==> src/rtl/multi_button_debouncer_pkg.sv <==
// Shared definitions for the multi-channel push-button debouncer.
//   btn_state_t : per-channel debounce state (2-bit encoding)
//   width_of()  : counter width for a given value count, never below 1 bit
package multi_button_debouncer_pkg;

  typedef enum logic [1:0] {
    IDLE0 = 2'd0,  // debounced low, input low
    WAIT1 = 2'd1,  // debounced low, input high, qualifying
    HIGH  = 2'd2,  // debounced high, input high
    WAIT0 = 2'd3   // debounced high, input low, qualifying
  } btn_state_t;

  function automatic int width_of(input int value);
    int w;
    w = $clog2(value);
    return (w < 1) ? 1 : w;
  endfunction

endpackage

==> src/rtl/debounce_channel.sv <==
// One button channel: 2-FF synchroniser, debounce FSM, stability counter
// and long-press hold counter. Sample ticks come from a shared prescaler.
// Ports:
//   clk, rst       clock, asynchronous active-high reset
//   btn_in         raw button input (1 = pressed)
//   tick           shared sample tick, one clk cycle wide
//   level          debounced level
//   press          1-cycle pulse on accepted 0->1
//   released       1-cycle pulse on accepted 1->0
//   long_press     1-cycle pulse once per hold after LONG_TICKS ticks high
module debounce_channel
  import multi_button_debouncer_pkg::*;
#(
  parameter int STABLE_TICKS = 3,
  parameter int LONG_TICKS   = 100
) (
  input  logic clk,
  input  logic rst,
  input  logic btn_in,
  input  logic tick,
  output logic level,
  output logic press,
  output logic released,
  output logic long_press
);

  localparam int CW = width_of(STABLE_TICKS + 1);
  localparam int HW = width_of(LONG_TICKS + 1);
  localparam logic [CW-1:0] CNT_DONE  = CW'(STABLE_TICKS);
  localparam logic [HW-1:0] HOLD_DONE = HW'(LONG_TICKS);

  logic          sync_meta;
  logic          sync_s;
  btn_state_t    state, state_n;
  logic [CW-1:0] cnt, cnt_n;
  logic [HW-1:0] hold, hold_n;
  logic          level_n, press_n, released_n, long_n;

  always_ff @(posedge clk or posedge rst) begin
    if (rst) begin
      sync_meta <= 1'b0;
      sync_s    <= 1'b0;
    end else begin
      sync_meta <= btn_in;
      sync_s    <= sync_meta;
    end
  end

  always_ff @(posedge clk or posedge rst) begin
    if (rst) begin
      state      <= IDLE0;
      cnt        <= '0;
      hold       <= '0;
      level      <= 1'b0;
      press      <= 1'b0;
      released   <= 1'b0;
      long_press <= 1'b0;
    end else begin
      state      <= state_n;
      cnt        <= cnt_n;
      hold       <= hold_n;
      level      <= level_n;
      press      <= press_n;
      released   <= released_n;
      long_press <= long_n;
    end
  end

  // An input change always wins over a tick in the same cycle: the change
  // branch is tested first and the tick is simply not counted.
  always_comb begin
    state_n    = state;
    cnt_n      = cnt;
    hold_n     = hold;
    level_n    = level;
    press_n    = 1'b0;
    released_n = 1'b0;
    long_n     = 1'b0;
    case (state)
      IDLE0: begin
        if (sync_s) begin
          state_n = WAIT1;
          cnt_n   = '0;
        end
      end
      WAIT1: begin
        if (!sync_s) begin
          state_n = IDLE0;
        end else if (tick) begin
          cnt_n = cnt + CW'(1);
          if (cnt_n == CNT_DONE) begin
            state_n = HIGH;
            level_n = 1'b1;
            press_n = 1'b1;
            hold_n  = '0;
          end
        end
      end
      HIGH: begin
        if (!sync_s) begin
          state_n = WAIT0;
          cnt_n   = '0;
        end else if (tick && (hold < HOLD_DONE)) begin
          // Saturating hold counter, so long_press fires once per hold.
          hold_n = hold + HW'(1);
          if (hold_n == HOLD_DONE) begin
            long_n = 1'b1;
          end
        end
      end
      WAIT0: begin
        if (sync_s) begin
          // Glitch low: back to HIGH, hold count kept so no second long_press.
          state_n = HIGH;
        end else if (tick) begin
          cnt_n = cnt + CW'(1);
          if (cnt_n == CNT_DONE) begin
            state_n    = IDLE0;
            level_n    = 1'b0;
            released_n = 1'b1;
          end
        end
      end
      default: begin
        state_n = IDLE0;
      end
    endcase
  end

endmodule

==> src/rtl/multi_button_debouncer.sv <==
// N-channel push-button debouncer: one shared sample-tick prescaler fanned
// out to N_CH independent debounce channels.
// Ports:
//   clk, rst     clock, asynchronous active-high reset
//   btn_in       raw button inputs, 1 = pressed
//   level        debounced levels
//   press        1-cycle pulses on accepted 0->1
//   released     1-cycle pulses on accepted 1->0 ("release" is a reserved
//                word in SystemVerilog, hence the name)
//   long_press   1-cycle pulses after LONG_TICKS ticks held high
//   tick         prescaler tick, 1 cycle wide
module multi_button_debouncer
  import multi_button_debouncer_pkg::*;
#(
  parameter int N_CH         = 4,
  parameter int TICK_DIV     = 500000,
  parameter int STABLE_TICKS = 3,
  parameter int LONG_TICKS   = 100
) (
  input  logic            clk,
  input  logic            rst,
  input  logic [N_CH-1:0] btn_in,
  output logic [N_CH-1:0] level,
  output logic [N_CH-1:0] press,
  output logic [N_CH-1:0] released,
  output logic [N_CH-1:0] long_press,
  output logic            tick
);

  localparam int PW = width_of(TICK_DIV);
  localparam logic [PW-1:0] DIV_LAST = PW'(TICK_DIV - 1);

  logic [PW-1:0] pre_cnt;

  // With TICK_DIV = 1 the counter sits at 0 and tick stays high.
  always_ff @(posedge clk or posedge rst) begin
    if (rst) begin
      pre_cnt <= '0;
    end else if (pre_cnt == DIV_LAST) begin
      pre_cnt <= '0;
    end else begin
      pre_cnt <= pre_cnt + PW'(1);
    end
  end

  assign tick = (pre_cnt == DIV_LAST);

  for (genvar i = 0; i < N_CH; i++) begin : g_ch
    debounce_channel #(
      .STABLE_TICKS(STABLE_TICKS),
      .LONG_TICKS  (LONG_TICKS)
    ) u_ch (
      .clk       (clk),
      .rst       (rst),
      .btn_in    (btn_in[i]),
      .tick      (tick),
      .level     (level[i]),
      .press     (press[i]),
      .released  (released[i]),
      .long_press(long_press[i])
    );
  end

endmodule

==> config.mk <==
export PLATFORM = sky130hd
export DESIGN_NAME = multi_button_debouncer
export DESIGN_NICKNAME = d
export VERILOG_FILES = /design/src/rtl/multi_button_debouncer_pkg.sv /design/src/rtl/debounce_channel.sv /design/src/rtl/multi_button_debouncer.sv
export SDC_FILE = /design/constraint.sdc
export NUM_CORES = 1
export LEC_CHECK = 0
export CELL_PAD_IN_SITES_DETAIL_PLACEMENT = 0
export CELL_PAD_IN_SITES_GLOBAL_PLACEMENT = 1
export CORE_ASPECT_RATIO = 0.5
export CORE_MARGIN = 4
export CORE_UTILIZATION = 52
export CTS_CLUSTER_DIAMETER = 50
export DETAILED_ROUTE_END_ITERATION = 6
export PLACE_DENSITY = 0.86
export SYNTH_ARGS = -nofsm -noshare
export SYNTH_HDL_FRONTEND = slang
export SYNTH_HIERARCHICAL = 1
export SYNTH_SLANG_ARGS = --single-unit
export TNS_END_PERCENT = 5
==> constraint.sdc <==
create_clock -name clk -period 11.8 [get_ports clk]
set_input_delay 1.18 -clock clk [delete_from_list [all_inputs] [get_ports clk]]
set_output_delay 1.18 -clock clk [all_outputs]
set_load 0.1 [all_outputs]
; Yosys cells after proc, flatten, opt, wreduce, memory -nomap -nowiden
; Cells that the tools add are included.
[classes]
magnitude_cmp = 4
muxes = 153
n_reduce_logical = 32
add_sub_neg = 9
n_eq_ne = 77
[op_table]
columns = cell, n
row1 = $mux W7, 20
row2 = $mux W2, 52
row3 = $mux W1, 64
row4 = $pmux W2 S4, 8
row5 = $pmux W7 S2, 4
row6 = $ne A2 B1 Y1 const B, 26
row7 = $reduce_and A6 Y1, 8
row8 = $add A7 B1 Y7 const B, 4
row9 = $eq A7 B7 Y1 const B, 4
row10 = $lt A7 B7 Y1 const B, 4
row11 = $ne A2 B2 Y1 const B, 14
row12 = $reduce_and A7 Y1, 4
row13 = $eq A2 B2 Y1 const B, 12
row14 = $ne A3 B3 Y1 const B, 7
row15 = $add A19 B1 Y19 const B, 1
row16 = $eq A19 B19 Y1 const B, 1
row17 = $mux W19, 1
row18 = $reduce_and A4 Y1, 4
row19 = $reduce_bool A2 Y1, 8
row20 = $ne A3 B1 Y1 const B, 5
row21 = $ne A3 B2 Y1 const B, 4
row22 = $add A2 B1 Y2 const B, 4
row23 = $eq A2 B1 Y1 const B, 4
row24 = $logic_not A2 Y1, 4
row25 = 2 further kinds, 8
[totals]
elab_cells = 312
register_bits = 87

; Longest topological paths before layout
[depth]
ltp_word = 6
mapped_depth = 8

; Modules after synthesis
; Netlist, hierarchy kept.
[by_module_without_submodules]
columns = mod, seq_area_each_um2, cells_each, instances, area_each_um2
row1 = debounce_channel at g_ch[1].u_ch ..., 425.4, 87, 3, 908.4
row2 = multi_button_debouncer, 475.5, 92, 1, 944.7
row3 = debounce_channel at g_ch[0].u_ch, 425.4, 85, 1, 914.6

; Worst setup path after synthesis
; Ideal clock, no wire load.
[synth_timing]
kind = reg2reg
from = register pre_cnt[9]
to = register g_ch[1].u_ch.hold[2]
required_ps = 11672
path_buffers = 1
setup_slack_ps = 4092
arrival_time_ps = 7580
period_less_slack_ps = 7708
stages_incl_launch_ff = 7
setup_ps = 128
path_cell_list = dfrtp_1 clkbuf_1 nor4_1 nand2_1 nor4_1 nand3_2 o22a_2
[synth_between]
elab_chain_len = 4
elab_cells_between_ends = 5
[synth_rtl]
columns = element, line_no
row1 = start: declaration, multi_button_debouncer.sv:33  ; logic [PW-1:0] pre_cnt;
row2 = start signal: assignment, multi_button_debouncer.sv:42  ; pre_cnt <= pre_cnt + PW'(1);
row3 = $eq A19 B19 Y1 (*), multi_button_debouncer.sv:46  ; assign tick = (pre_cnt == DIV_LAST);
row4 = net tick, multi_button_debouncer.sv:27  ; output logic tick
row5 = $logic_and A1 B1 Y1, debounce_channel.sv:103  ; end else if (tick && (hold < HOLD_DONE)) begin
row6 = $ne A2 B1 Y1 (no line), n/a
row7 = $reduce_and A6 Y1 (no line) (*), n/a
row8 = end signal: assignment, debounce_channel.sv:61  ; hold <= hold_n;
row9 = end: declaration, debounce_channel.sv:36  ; logic [HW-1:0] hold, hold_n;
; The timed path passes the listed nets; every way through them passes the cells marked *.
; A chain may end at the register's enable or synchronous reset.

; Final worst setup path
[layout_timing]
from = register pre_cnt[9]
to = output port tick
[layout_between]
elab_chain_len = 1
[layout_rtl]
columns = element, line_no
row1 = $eq A19 B19 Y1, multi_button_debouncer.sv:46
row2 = end: declaration, multi_button_debouncer.sv:27
; Every way passes these cells.

==> results by group <==
Run status
  • Status: finished clean

Timing
  • Setup TNS Final: 0 ps
  • Endpoints failing setup: 0
  • Hold WS: between 300 and 400 ps
  • Fin. Hold Viols: 0
  • Worst Max-Slew Pin Slew: 982.3 ps
  • Unrepaired setup endpoints after global routing: false
  • Relative slew slack: 0.3431
  • Final period util: 0.3708
  • Post-layout min period: approximately 4400 ps
  • Highest Clock Rate: ~230 MHz
  • Clk_skew: 3.820 ps
  • Final Max Tran Viols: 0

Detailed routing
  • Antenna Nets Post-Route: 0
  • Pre-Repair DR Iteration Count: 4
  • DRC viols: 0
  • Final WL: roughly 8600 um
  • Vias per cell: between 5 and 6
  • Routed length per instance: 15.09 um
  • Vias: approximately 3200
  • DRT iter0 DRCs: about 110

Worst setup path
  • Worst Reg2Reg Path Length in Cells: 8
  • Cell family with most CP delay: buffers and inverters
  • Arrival time worst endpoint: about 3200 ps
  • WP data required: 10620 ps
  • CP Cell Sequence: nor4_1 -> nand2_1 -> nor4_2 -> buf_4 -> clkdlybuf4s50_1
  • Worst Path Buf+Inv: 2
  • Crit path depth: 5
  • WS Path Type: reg2out
  • Worst path slowest cell: clkdlybuf4s50_1
  • Slowest cell delay on critical path: roughly 1200 ps
  • Nature of the critical path endpoint: output pin
  • CP Launch Type: flop
  • Max Fanout on Critical Path: 28

Layout
  • Share of layout cells above drive strength 1: 0.1242
  • Final Instance Area: roughly 0.0052 sq mm
  • Area Overhead vs Synth: 12.83%
  • Total inserted antenna cells: 0
  • Final net count: between 400 and 500

Synthesis
  • Post-synth EDFFs: 0
  • Asr flop ratio synth: 1.000
  • Avg Cell Area, Syn: around 10 sq um
  • Synth top area cells: dfrtp_1, nand2_1, xnor2_1
  • Post-Synthesis Cells: roughly 440
  • Number of distinct library cells after synthesis: between 50 and 60
  • Largest area contributor in the netlist: dfrtp_1
  • Prevailing post-synth register cell: dfrtp_1
  • Syn. warnings: 6
  • Net Count, Synth: between 400 and 500
  • Post-synth top area share: 0.4749
  • Synth Register Bits: between 80 and 90
  • Sequential fraction of the synthesis area: 0.4749
  • Cell Area, Synth: ~0.0046 sq mm

Place
  • Dpl cell area: 0.004847 sq mm
  • Port bufs: 22
  • Placer Congestion: 0.8371
  • Detailed Place HPWL: ~6000 um

Die
  • Total die area: roughly 0.010 sq mm
  • Initial Utilization: 0.5531
  • Chip height: 74.40 um
  • I/O pin count: 23
  • Core box area: approximately 0.0083 sq mm
  • Die Wd: between 100 and 150 um
  • Number of placement rows: 23

Clock network
  • Maximum root-to-sink buffer count: 2
  • H-tree levels: 3
  • Inserted Clock Buffers: 9
  • # clock sinks: between 80 and 90
  • Clock Latency Late Sink: 330 ps
  • CTS root buffer: clkbuf_16
  • Hold_buf cts: 0
  • CTS tree: yes
  • Clock-pin slew on the worst setup and hold paths: 60 ps
  • Post-CTS Resized: 0
  • Setup bufs post-CTS: 0

Pwr
  • Cell area power density: 119.6 mW/mm^2
  • Pleak: approximately 2.2 nW
  • Max VDD drop: between 0.07 and 0.08 mV

Global route
  • Pin count of the biggest net entering global routing: 29
  • Initial antenna violation count: 0
  • First-pass GRT wire length: 15010 um
  • Grt ovf: 0
  • Vias in the first global route: approximately 3200
  • Total global-route track usage: 0.1802

Hold path
  • HP Class: reg2reg
  • Cell count of the worst hold path: 0

Job
  • Maximum Capacitance Violations: 0
-- flip-flops by register name (all words and copies together), names as in the netlist, named ones only --
| register | cells |
|---|---|
| g_ch.u_ch/sync_meta | 4 |
| g_ch.u_ch/released | 4 |
| g_ch.u_ch/hold | 28 |
| g_ch.u_ch/sync_s | 4 |
| g_ch.u_ch/long_press | 4 |
| pre_cnt | 19 |
| g_ch.u_ch/press | 4 |
| g_ch.u_ch/level | 4 |
| g_ch.u_ch/state | 4 |
| g_ch.u_ch/cnt | 8 |
-- power by group --
| group | internal [mW] | leakage, nW | switching, mW |
|---|---|---|---|
| Combinational | 0.00253 | 0.893 | 0.00702 |
| Clock | 0.197 | 0.160 | 0.109 |
| Sequential | 0.300 | 1.17 | 0.00276 |
| Total | 0.500 | 2.23 | 0.119 |
-- kinds of logic (layout without fill, tap and decap cells) --
family / count (synthesis) / after routing / synth area share
AND/OR/NAND/NOR: 169 / 169 / 0.2033
multiplexers: 12 / 12 / 0.02647
XOR/XNOR: 25 / 25 / 0.04776
flip-flops: 87 / 87 / 0.4749
buffers and inverters: 47 / 68 / 0.04803
AO/OA/AOI/OAI: 85 / 85 / 0.1640
adder cells (fa/ha/maj): 13 / 13 / 0.03548
-- final timing paths --
path / from / end / slack (ps)
min reg2reg: g_ch[2].u_ch/sync_meta / g_ch[2].u_ch/sync_s / 350
min in group asynchronous: rst / g_ch[3].u_ch/level / 1420
max: pre_cnt[9] / tick / 7420
max in group asynchronous: rst / pre_cnt[1] / 9890
min: g_ch[2].u_ch/sync_meta / g_ch[2].u_ch/sync_s / 350
max reg2reg: pre_cnt[9] / g_ch[0].u_ch/long_press / 9140
-- layout make-up --
class / count / area, sq um
Clock buffer: 13 / 260.3
Fill cell: 669 / 3115
Inverter: 29 / 108.9
Clock inverter: 3 / 65.06
Sequential cell: 87 / 2177
Tap cell: 112 / 140.1
Timing Repair Buffer: 23 / 227.7
Multi-Input combinational cell: 304 / 2193
-- cell usage in the layout, fill, tap and decap left out, drive strengths merged, types with 5 or more instances in the layout --
cell	netlist	layout
dfrtp	87	87
nand2	51	51
nand3	32	32
inv	29	29
nor2	27	27
clkdlybuf4s50	0	22
xnor2	20	20
ha	13	13
clkbuf	3	13
o21ai	12	12
mux2i	11	11
a22o	11	11
o22ai	10	10
nor3	9	9
o22a	9	9
nor4	9	9
nand4	8	8
a21o	7	7
a21oi	7	7
a31oi	6	6
xor2	5	5
nor2b	5	5
and3	5	5
nand2b	5	5
nor3b	5	5
-- per-stage QoR --
stage | std cells | total power, mW | setup slack [ps] | utilization
after detailed placement | 555 | 0.3187 | 7810 | 0.5848
after global routing | 571 | 0.6420 | 7223 | 0.6241
after global placement | 555 | 0.3181 | 7867 | 0.5848
after floorplan | 438 | 0.3140 | 4092 | -
after CTS | 571 | 0.6280 | 7433 | 0.6241
final | 571 | 0.6186 | 7424 | 0.6241
-- cell usage after synthesis, types with 4 or more instances --
library cell,number
dfrtp_1,87
nand2_1,51
inv_1,29
nand3_1,28
nor2_1,27
xnor2_1,20
ha_1,13
o21ai_0,12
buf_2,11
mux2i_1,11
o22ai_1,10
nor3_1,9
o22a_2,9
a22o_1,8
a21o_1,7
nor4_1,7
a31oi_1,6
a21oi_1,5
and3_1,5
nand2b_1,5
nor2b_1,5
nor3b_1,5
xor2_1,5
buf_6,4
nand3_2,4
nand4_1,4
o311ai_4,4
o41ai_2,4
-- routing by layer --
metal / vias up / routed length (um) / GRT usage
met5: - / 0 / 0
met1: 1602 / 4022 / 0.2250
met4: 0 / 170 / 0.07411
met3: 15 / 183 / 0.04110
met2: 35 / 4243 / 0.3109
li1: 1593 / - / -
Note: power is estimated with default switching activity, not from simulation.
